===== src/rtl/branch_update_scheduler.sv =====
// Queues resolved branches and schedules predictor-table updates on the shared
// table port, forcing the port away from fetch lookups after a starvation limit.
module branch_update_scheduler #(
   parameter int unsigned DEPTH        = 4,
   parameter int unsigned STARVE_LIMIT = 8
) (
   input  logic        CLK,
   input  logic        RESET,
   input  logic        Resolve_valid,
   input  logic [31:0] Resolve_pc,
   input  logic [31:0] Resolve_target,
   input  logic        Resolve_taken,
   input  logic        Global_correct,
   input  logic        Local_correct,
   input  logic        Lookup_req,
   input  logic        Upd_ready,
   output logic        Upd_valid,
   output logic [31:0] Upd_pc,
   output logic [31:0] Upd_target,
   output logic        Upd_taken,
   output logic        Upd_meta_en,
   output logic        Upd_meta_global,
   output logic        Lookup_stall,
   output logic        Full,
   output logic [7:0]  Drop_count
);
   localparam int unsigned AW = (DEPTH > 1) ? $clog2(DEPTH) : 1;
   localparam int unsigned CW = AW + 1;
   localparam int unsigned SW = $clog2(STARVE_LIMIT) + 1;

   typedef struct packed {
      logic [31:0] pc;
      logic [31:0] target;
      logic        taken;
      logic        gc;
      logic        lc;
   } entry_t;

   typedef enum logic [1:0] {ST_IDLE, ST_WAIT, ST_ISSUE, ST_FORCE} state_t;

   state_t        r_state;
   entry_t        r_mem [DEPTH];
   logic [AW-1:0] r_head;
   logic [AW-1:0] r_tail;
   logic [CW-1:0] r_count;
   logic [SW-1:0] r_starve;
   logic [7:0]    r_drop;

   logic          w_full;
   logic          w_push;
   logic          w_pop;
   logic [CW-1:0] w_count_next;
   entry_t        w_head;

   assign w_full       = (r_count == CW'(DEPTH));
   assign Upd_valid    = (r_state == ST_ISSUE) || (r_state == ST_FORCE);
   assign Lookup_stall = (r_state == ST_FORCE);
   assign w_pop        = Upd_valid && Upd_ready;
   // A full queue still accepts a resolution when the head leaves on the same edge.
   assign w_push       = Resolve_valid && (!w_full || w_pop);

   always_comb begin
      w_count_next = r_count;
      if (w_push && !w_pop)
         w_count_next = r_count + CW'(1);
      else if (!w_push && w_pop)
         w_count_next = r_count - CW'(1);
   end

   assign w_head          = r_mem[r_head];
   assign Upd_pc          = w_head.pc;
   assign Upd_target      = w_head.target;
   assign Upd_taken       = w_head.taken;
   assign Upd_meta_en     = w_head.gc ^ w_head.lc;
   assign Upd_meta_global = w_head.gc;
   assign Full            = w_full;
   assign Drop_count      = r_drop;

   // Storage is cleared on reset so the head-driven outputs read zero while in reset.
   always_ff @(posedge CLK or negedge RESET) begin
      if (!RESET) begin
         for (int unsigned i = 0; i < DEPTH; i++)
            r_mem[i] <= '0;
         r_head  <= '0;
         r_tail  <= '0;
         r_count <= '0;
         r_drop  <= '0;
      end else begin
         if (w_push) begin
            r_mem[r_tail] <= '{pc: Resolve_pc, target: Resolve_target,
                               taken: Resolve_taken, gc: Global_correct,
                               lc: Local_correct};
            r_tail <= r_tail + AW'(1);
         end
         if (w_pop)
            r_head <= r_head + AW'(1);
         r_count <= w_count_next;
         if (Resolve_valid && w_full && !w_pop && (r_drop != 8'hFF))
            r_drop <= r_drop + 8'd1;
      end
   end

   always_ff @(posedge CLK or negedge RESET) begin
      if (!RESET) begin
         r_state  <= ST_IDLE;
         r_starve <= '0;
      end else begin
         case (r_state)
            ST_IDLE: begin
               if (w_count_next != '0)
                  r_state <= ST_WAIT;
            end
            ST_WAIT: begin
               if (!Lookup_req) begin
                  r_state <= ST_ISSUE;
               end else begin
                  r_starve <= r_starve + SW'(1);
                  if ((r_starve + SW'(1)) == SW'(STARVE_LIMIT - 1))
                     r_state <= ST_FORCE;
               end
            end
            ST_ISSUE, ST_FORCE: begin
               if (Upd_ready) begin
                  r_starve <= '0;
                  r_state  <= (w_count_next != '0) ? ST_WAIT : ST_IDLE;
               end
            end
            default: r_state <= ST_IDLE;
         endcase
      end
   end
endmodule


===== config.mk =====
export PLATFORM = sky130hd
export DESIGN_NAME = branch_update_scheduler
export DESIGN_NICKNAME = d
export VERILOG_FILES = /design/src/rtl/branch_update_scheduler.sv
export SDC_FILE = /design/constraint.sdc
export NUM_CORES = 1
export LEC_CHECK = 0
export ABC_CLOCK_PERIOD_IN_PS = 2400
export CORE_MARGIN = 2
export CORE_UTILIZATION = 57
export CTS_BUF_LIST = sky130_fd_sc_hd__clkbuf_16
export CTS_CLUSTER_SIZE = 16
export DETAILED_ROUTE_END_ITERATION = 7
export GPL_TIMING_DRIVEN = 1
export PLACE_DENSITY = 0.81
export SLEW_MARGIN = 20
export SYNTH_ARGS = -nofsm -noshare
export SYNTH_HDL_FRONTEND = slang
export SYNTH_SLANG_ARGS = --single-unit

===== constraint.sdc =====
create_clock -name CLK -period 2.4 [get_ports CLK]
set_input_delay 0.48 -clock CLK [delete_from_list [all_inputs] [get_ports CLK]]
set_output_delay 0.48 -clock CLK [all_outputs]
set_load 0.005 [all_outputs]

==> flow_metrics.env, run 1 <==
export IMPL_fp_dieH_microns=157
export IMPL_cts_max_level=1
export IMPL_port_buffers=149
export IMPL_ant_nets=0
export IMPL_critPathCaptureType="primary output"
export IMPL_synth_area_per_cell_sq_um=17.2
export IMPL_worst_setup_path_start_kind="flop"
export IMPL_placeableCoreArea_sq_mm=0.0228
export IMPL_firstDrtPassIters=4
export IMPL_critical_path_max_fanout=5
export IMPL_intPower_mw=17.5
export IMPL_fin_skew_ns=0.00843
export IMPL_clk_latency_ns=0.55
export IMPL_p_sw_share_pct=29.1
export IMPL_place_hpwl_microns=16300
export IMPL_max_slew_margin_rel_pct=70.1
export IMPL_initial_core_util_pct=58.3
export IMPL_p_clk_share_pct=19.6
export IMPL_clock_sinks=289
export IMPL_maxCapViolations=0
export IMPL_via_per_inst=5.65
export IMPL_sequentialPowerShare_pct=35.5
export IMPL_cts_root_buf="clkbuf_16"
export IMPL_violations="negative setup slack"
export IMPL_min_delay_path_class="input port to async pin"
export IMPL_arrival_ns=2.09
export IMPL_fin_area_sq_mm=0.0165
export IMPL_postSynthCellCount=773
export IMPL_fmax_mhz=389
export IMPL_fin_nets=1041
export IMPL_switchingPower_mw=7.20
export IMPL_synth_edf_count=0
export IMPL_ys_seq_area_share_pct=54.5
export IMPL_postRouteWirelength_microns=27700
export IMPL_ys_warnings_count=0
export IMPL_status="finished, violations left"
export IMPL_syn_nets=855
export IMPL_antenna_found_initial=0
export IMPL_fin_crit_sh_pct=107
export IMPL_synth_most_common_cell="dfrtp_1"
export IMPL_crit_type="flop to primary output"
export IMPL_power_density_mw_per_mm2=1500
export IMPL_synth_top_cells_by_count="dfrtp_1 (289), mux2_2 (149), mux2_4 (120)"
export IMPL_clockBufferDepth=3
export IMPL_rrSetupSlack_ns=0.47
export IMPL_hold_viol=0
export IMPL_row_count=55
export IMPL_vias=7328
export IMPL_finalSetupTns_ns=-5.08
export IMPL_drc=0
export IMPL_clkTransAtPathRegs_ns=0.06
export IMPL_ys_ff_latch=289
export IMPL_synthTopCellsByArea="dfrtp_1 (54%), mux2_4 (14%), mux2_2 (13%)"
export IMPL_grt_pass1_wl_microns=44800
export IMPL_synth_top_area_share_pct=54.5
export IMPL_worst_pin_slew_ns=0.449
export IMPL_io_pins=150
export IMPL_ir_worst_vdd_mv=0.704
export IMPL_fp_dieW_microns=157
export IMPL_syn_cell_area_sq_mm=0.0133
export IMPL_synthArstFlopShare_pct=100
export IMPL_gp_congestion=0.753
export IMPL_grt_usage_pct=23.5
export IMPL_post_drt_wl_per_cell_microns=21.3
export IMPL_grt_ovfl_total=0
export IMPL_power_leakage_nw=7.53
export IMPL_place_inst=1215
export IMPL_numCtsBuffers=30
export IMPL_area_growth_pct=24.2
export IMPL_finalPower_mw=24.7
export IMPL_grt_pass1_vias=8042
export IMPL_die_area_sq_mm=0.0245
export IMPL_layout_min_cycle_time_ns=2.57
export IMPL_n_antenna_cell=0
export IMPL_grt_max_degree=85
export IMPL_finalNonFillerCells=1296
export IMPL_drtIter0Drc=408
export IMPL_ys_types=43
export IMPL_cts_tree="done"
export IMPL_synth_ff_type="dfrtp_1"
export IMPL_critPathRequiredTime_ns=1.92
export IMPL_yosysTopAreaCell="dfrtp_1"
export IMPL_p_comb_share_pct=44.9
export IMPL_final_core_util_pct=72.4
export IMPL_drive_gt1_share_pct=51.1
export IMPL_dpl_cell_area_sq_mm=0.0153
export IMPL_finalSetupViolations=53
export IMPL_rsz0062_at_grt="true"
export IMPL_worst_slack_ns=-0.171
export IMPL_drv_slew=0
[what timing repair did]
item | 4_1_cts | 5_1_grt
pin swaps | 1 | 1
buffers inserted | 16 | 5
endpoints found under the hold margin | 29 | 0
cloned | 6 | 1
hold buffers | 1 | 0
setup endpoints to repair | 68 | 68
gates resized for setup | 221 | 37
[layer usage]
metal  track usage [%]  routed length, microns  vias to the layer above
li1                  -                       -                     3249
met1              33.4                   12400                     3884
met2              38.5                   13500                      156
met5                 0                       0                        -
met3              3.85                    1090                       39
met4              5.59                     587                        0
[per-stage QoR]
stage	hold slack (ns)	worst slack, ns
after floorplan	0.184	0.435
after global placement	0.367	0.0997
after detailed placement	0.365	0.0504
after CTS	0.387	-0.234
after global routing	0.409	-0.231
final	0.390	-0.171
[final timing paths]
| kind | startpoint | to | cells past startpoint |
|---|---|---|---|
| max in group asynchronous | RESET | r_mem[83]$_DFFE_PN0P_ | 3 |
| min in group CLK | r_mem[73]$_DFFE_PN0P_ | r_mem[73]$_DFFE_PN0P_ | 1 |
| min | RESET | r_mem[253]$_DFFE_PN0P_ | 2 |
| min reg2reg | r_mem[73]$_DFFE_PN0P_ | r_mem[73]$_DFFE_PN0P_ | 1 |
| max | r_head[0]$_DFFE_PN0P_ | Upd_pc[18] | 4 |
| max reg2reg | r_count[0]$_DFF_PN0_ | r_mem[94]$_DFFE_PN0P_ | 7 |
[cell type report]
cell class	count	area [sq um]
Clock buffer	31	776
Timing Repair Buffer	200	2080
Multi-Input combinational cell	430	5710
Inverter	8	30.0
Sequential cell	289	7240
Tap cell	313	392
Fill cell	1431	6290
Clock inverter	25	256
[critical path: stages, from the launching register on]
cell and delay [ns]:
dfrtp_4 0.45, buf_4 0.18, buf_12 0.13, mux4_2 0.51, dlygate4sd2_1 0.28
[state kept, by name (all words and copies together) (netlist names)]
name	cells
r_count	3
r_starve	4
r_mem	268
r_head	2
Drop_count	8
r_state	2
r_tail	2
[logic make-up after synthesis]
family                   after synthesis  synth area share [%]
adder cells (fa/ha/maj)               10                 0.942
buffers and inverters                 54                  2.71
flip-flops                           289                  54.5
XOR/XNOR                              15                 0.989
AO/OA/AOI/OAI                         25                  1.38
multiplexers                         336                  37.6
AND/OR/NAND/NOR                       44                  1.96
[power by group through the flow]
| stage | clock [mW] | combinational (mW) | sequential (mW) |
|---|---|---|---|
| final | 4.84 | 11.1 | 8.78 |
| after global routing | 5.14 | 11.9 | 9.05 |
| after CTS | 4.91 | 11.3 | 8.72 |
| after detailed placement | 0 | 11.1 | 8.75 |
| after global placement | 0 | 10.9 | 8.66 |
| after floorplan | 0 | 7.21 | 8.25 |
[cell usage in the layout (no fill, tap or decap), types with 3 or more instances in the layout]
cell type        count
nor2_1               5
inv_2                3
nand2_1             14
buf_4               12
nand2_4              4
clkbuf_16           32
o21ai_0              7
buf_6               19
a21oi_1              5
xor2_1               3
clkinv_1            10
xnor2_1             11
bufinv_16            6
dlygate4sd2_1        9
buf_12              27
mux4_2              67
dfrtp_1            287
mux2_2             149
ha_1                 9
mux2_4             120
inv_1               10
nand2b_1             4
clkdlybuf4s50_1     81
clkinv_2             4
buf_2               22
nand3_1              3
clkbuf_2            24
(Power assumes the default switching activity.)
==> run 2, diff against run 1 <==
Settings changed: RECOVER_POWER set to 25.
==> flow_metrics.env, run 2 (synthesis gave the netlist of run 1 again) <==
export IMPL_fin_nets=1041
export IMPL_drv_slew=32
export IMPL_antenna_found_initial=0
export IMPL_fillers=1432
export IMPL_cts_max_level=1
export IMPL_grtUsageMet1_pct=33.4
export IMPL_clk_latency_ns=0.55
export IMPL_grt_ovfl_total=0
export IMPL_critPathCaptureType="primary output"
export IMPL_grt_usage_pct=23.5
export IMPL_met3_usage_pct=3.85
export IMPL_numCtsBuffers=30
export IMPL_vias=7338
export IMPL_violations="max-capacitance violations, max-slew violations, negative setup slack"
export IMPL_ant_nets=0
export IMPL_drtIter0Drc=396
export IMPL_port_buffers=149
export IMPL_fmax_mhz=389
export IMPL_final_cell_mix="dfrtp_1 (287), mux2_2 (149), mux2_4 (120)"
export IMPL_min_delay_path_class="flop to flop"
export IMPL_firstDrtPassIters=4
export IMPL_rsz0062_at_grt="true"
export IMPL_power_leakage_nw=7.53
export IMPL_clockBufferDepth=3
export IMPL_place_hpwl_microns=16300
export IMPL_final_common_cell="dfrtp_1"
export IMPL_fin_skew_ns=0.00818
export IMPL_pre_cts_slack_ns=0.0504
export IMPL_die_area_sq_mm=0.0245
export IMPL_worst_pin_slew_ns=1.63
export IMPL_via_per_inst=5.66
export IMPL_fp_dieH_microns=157
export IMPL_critical_path_max_fanout=5
export IMPL_hold_viol=0
export IMPL_post_drt_wl_per_cell_microns=21.3
export IMPL_layout_min_cycle_time_ns=2.57
export IMPL_worst_slack_ns=-0.171
export IMPL_fin_crit_sh_pct=107
export IMPL_power_density_mw_per_mm2=1500
export IMPL_postRouteWirelength_microns=27700
export IMPL_clock_sinks=289
export IMPL_arrival_ns=2.09
export IMPL_worst_setup_path_start_kind="flop"
export IMPL_clkTransAtPathRegs_ns=0.06
export IMPL_place_inst=1215
export IMPL_drive_gt1_share_pct=51.0
export IMPL_critPathRequiredTime_ns=1.92
export IMPL_finalSetupViolations=53
export IMPL_io_pins=150
export IMPL_placeableCoreArea_sq_mm=0.0228
export IMPL_n_antenna_cell=0
export IMPL_grt_pass1_wl_microns=44800
export IMPL_top_register="r_mem"
export IMPL_row_count=55
export IMPL_cts_tree="done"
export IMPL_initial_core_util_pct=58.3
export IMPL_met2_usage_pct=38.5
export IMPL_largest_register_ffs=268
export IMPL_drc=0
export IMPL_status="finished, violations left"
export IMPL_max_slew_margin_rel_pct=-9.00
export IMPL_gp_congestion=0.753
export IMPL_maxCapViolations=1
export IMPL_finalNonFillerCells=1296
export IMPL_cts_root_buf="clkbuf_16"
export IMPL_fp_dieW_microns=157
export IMPL_crit_type="flop to primary output"
export IMPL_grt_pass1_vias=8042
export IMPL_gr_max_usage_layer="met2"
export IMPL_grt_max_degree=85
export IMPL_area_growth_pct=24.1
export IMPL_holdWs_ns=0.499
export IMPL_ir_worst_vdd_mv=0.703
## run 2: layout make-up
type	count	area, sq um	area share, %
Multi-Input combinational cell	430	5710	34.6
Inverter	8	30.0	0.182
Clock inverter	25	256	1.56
Clock buffer	31	776	4.71
Tap cell	313	392	2.38
Timing Repair Buffer	200	2080	12.6
Sequential cell	289	7240	43.9
## run 2: report_power, final
part / internal (mW) / switching [mW] / total, mW
Clock: 2.96 / 1.88 / 4.84
Combinational: 7.20 / 3.91 / 11.1
Sequential: 7.36 / 1.42 / 8.78
## run 2: per-stage QoR
step	power (mW)	utilization, %	setup TNS (ns)	area, sq um
5_1_grt	26.1	72.4	-15.82	16500
2_1_floorplan	15.5	-	0	13300
4_1_cts	25.0	72.8	-8.34	16600
3_3_place_gp	19.5	67.0	0	15300
3_5_place_dp	19.8	67.0	0	15300
6_report	24.7	72.4	-5.09	16500
## run 2: path summary, 6_finish.rpt
check | start | end | slack, ns | depth (start not counted)
setup / recovery | r_head[0]$_DFFE_PN0P_ | Upd_pc[18] | -0.17 | 4
hold / removal | r_mem[73]$_DFFE_PN0P_ | r_mem[73]$_DFFE_PN0P_ | 0.50 | 1
setup reg to reg | r_count[0]$_DFF_PN0_ | r_mem[94]$_DFFE_PN0P_ | 0.47 | 7
hold reg to reg | r_mem[73]$_DFFE_PN0P_ | r_mem[73]$_DFFE_PN0P_ | 0.50 | 1
max in group asynchronous | RESET | r_mem[225]$_DFFE_PN0P_ | 0.23 | 3
min in group asynchronous | RESET | r_mem[253]$_DFFE_PN0P_ | 0.99 | 2
## run 2: per-layer routing
layer | vias up | part of all wire [%]
li1 | 3249 | -
met1 | 3895 | 45
met2 | 155 | 49
met3 | 39 | 4.0
met4 | 0 | 2.1
met5 | - | 0
## run 2: timing repair
item | 4_1_cts | 5_1_grt
pin swaps | 1 | 1
hold buffers | 1 | 0
setup buffers | 16 | 5
endpoints found under the hold margin | 29 | 0
gates resized for setup | 221 | 37
setup endpoints to repair | 68 | 68
cloned | 6 | 1
## run 2: critical path, stage by stage (launching register included)
cell	delay [ns]
dfrtp_4	0.45
buf_4	0.18
buf_12	0.13
mux4_2	0.51
dlygate4sd2_1	0.28
==> RTL change (config.mk and constraints of run 1) <==
Make the reset (`RESET`) synchronous in 2 clocked blocks.
--- a/src/rtl/branch_update_scheduler.sv
+++ b/src/rtl/branch_update_scheduler.sv
@@ -77,7 +77,7 @@
    assign Drop_count      = r_drop;
 
    // Storage is cleared on reset so the head-driven outputs read zero while in reset.
-   always_ff @(posedge CLK or negedge RESET) begin
+   always_ff @(posedge CLK) begin
       if (!RESET) begin
          for (int unsigned i = 0; i < DEPTH; i++)
             r_mem[i] <= '0;
@@ -100,7 +100,7 @@
       end
    end
 
-   always_ff @(posedge CLK or negedge RESET) begin
+   always_ff @(posedge CLK) begin
       if (!RESET) begin
          r_state  <= ST_IDLE;
          r_starve <= '0;
Behaviour: differs if RESET is asserted again (counterexample within 4 cycles, from zero or initial values and one cycle with RESET low); with RESET held inactive, the same outputs for 4 cycles.
==> RTL change against run 1 <==
The flow still finishes with violations (setup timing). Final area shrank 4.1%. Wire length grew 4.3%. Synthesized cell count grew 5.0%. Setup slack gained 25 ps. Global-route usage grew 1.4 points. Area after synthesis shrank 3.7%. Fmax grew 1.0%. Die area shrank 3.6%. Final cell count shrank 0.85%. Sequential cell count grew 2.
Power is not compared: it rests on default switching activity, and its combinational part moved more than twofold at a synthesized area within 25%.
==> RTL change: results (changes against run 1) <==
Global routing
  – Largest net degree at the start of global routing: 103 (+21%)
  – Vias in the first global route: 8,141 (+1.2%)
  – Initial antenna violation count: 2 (+2)
  – Total GRT Usage: 0.2489 (+0.01401)
  – First-pass GRT wire length: 45.53 mm (+1.7%)

Placement
  – Cell Area, Placed: 0.01486 sq mm (-2.6%)
  – Placed cells: 1,206 (-0.74%)
  – Routability cong.: 0.7695 (+2.3%)

Detailed routing
  – Met3 wire len: 1.930 mm (+76%)
  – Vias post-DR: 7,645 (+4.3%)
  – Initial detailed-routing violation count: 556 (+36%)
  – Average wire per standard cell: 22.46 microns (+5.2%)
  – Top Layer Used: met5
  – Initial DRT Pass Iterations: 5 (+1)

Worst setup path
  – Data arrival, critical path: 2070 ps (-20 ps)
  – R2R cell count: 5 (-2)
  – RR Startpoint: r_state[1]
  – Reg2reg setup slack: 300 ps (-170 ps)
  – Reg2reg end: r_mem[0][4]
  – Largest fanout on the critical path: 7 (+2)

Clock network
  – Postcts setup bufs: 25 (+9)
  – TritonCTS Buffers: 29 (-3.3%)

Yosys
  – Post-synth top cells: edfxtp_1 (268), and2_1 (136), and3_1 (134)
  – Distinct cells, synth: 56 (+30%)
  – Share of flip-flops with an asynchronous set or reset: 0 (-1.000)
  – Number of synthesized flops with an enable pin: 268 (+268)
  – Syn nets: 890 (+4.1%)
  – Most common cell in the netlist: edfxtp_1
  – Mapped Avg Cell Area: 15.75 sq um (-8.3%)
  – Ranking of synthesized cells by area: edfxtp_1 (63%), mux4_2 (12%), and2_1 (6.7%), and3_1 (6.6%), dfxtp_1 (3.6%)

Finish
  – # nets final: 1,061 (+1.9%)
  – Fill count: 1,335 (-6.7%)

Timing
  – Setup TNS: -3693 ps (+1387 ps)
  – Worst slew pin tran: 701.5 ps (+252.9 ps)
  – Setup Viol. Count Final: 52 (-1.9%)
  – Final clock skew: 20.40 ps (+11.97 ps)
  – Setup slack after layout: -145.8 ps (+25.37 ps)

Hold path
  – HP Class: register to register

Outcome
  – Status: finished, violations left
  – Failing checks: setup timing
## RTL change: cells by family after synthesis
logic type               synth area share
flip-flops                         0.6652
AND/OR/NAND/NOR                    0.1593
buffers and inverters             0.02465
multiplexers                       0.1229
XOR/XNOR                         0.004108
adder cells (fa/ha/maj)          0.005869
AO/OA/AOI/OAI                     0.01800
## RTL change: worst max-delay path by stage
stage                   start      endpoint  slack, ps  depth (start not counted)
finish               register    Upd_pc[20]       -150                          5
global route         register    Upd_pc[20]       -180                          5
floorplan           Upd_ready   r_mem[2][0]       -580                          4
global placement    Upd_ready  r_mem[0][33]         20                          6
detailed placement  Upd_ready  r_mem[0][26]        -80                          6
CTS                  register    Upd_pc[20]       -160                          5
## RTL change: area by class of cell
class,instances,share of cell area
clock buffer,29,0.04587
tap,280,0.02214
inverter,9,0.002135
antenna,1,0.0001582
multi-input combinational,446,0.2557
timing repair buffer,206,0.1275
sequential,291,0.5384
clock inverter,23,0.008146
## RTL change: layer usage
| metal | track usage | up-vias |
|---|---|---|
| li1 | - | 3460 |
| met1 | 0.3194 | 3858 |
| met2 | 0.4314 | 267 |
| met3 | 0.05186 | 58 |
| met4 | 0.07788 | 2 |
| met5 | 0 | - |
## RTL change: per-stage QoR
step,setup slack (ps),total power (uW),hold WS [ps]
2_1_floorplan,-582.7,6715,475.1
3_3_place_gp,24.27,7380,479.1
3_5_place_dp,-84.03,7436,482.9
4_1_cts,-164.1,11490,498.1
5_1_grt,-177.2,11790,532.8
6_report,-145.8,11430,492.8
## RTL change: worst max-delay path: stages (launching register included)
cell	delay, ps
dfxtp_4	410
buf_12	160
buf_12	130
buf_16	130
mux4_2	530
buf_2	150
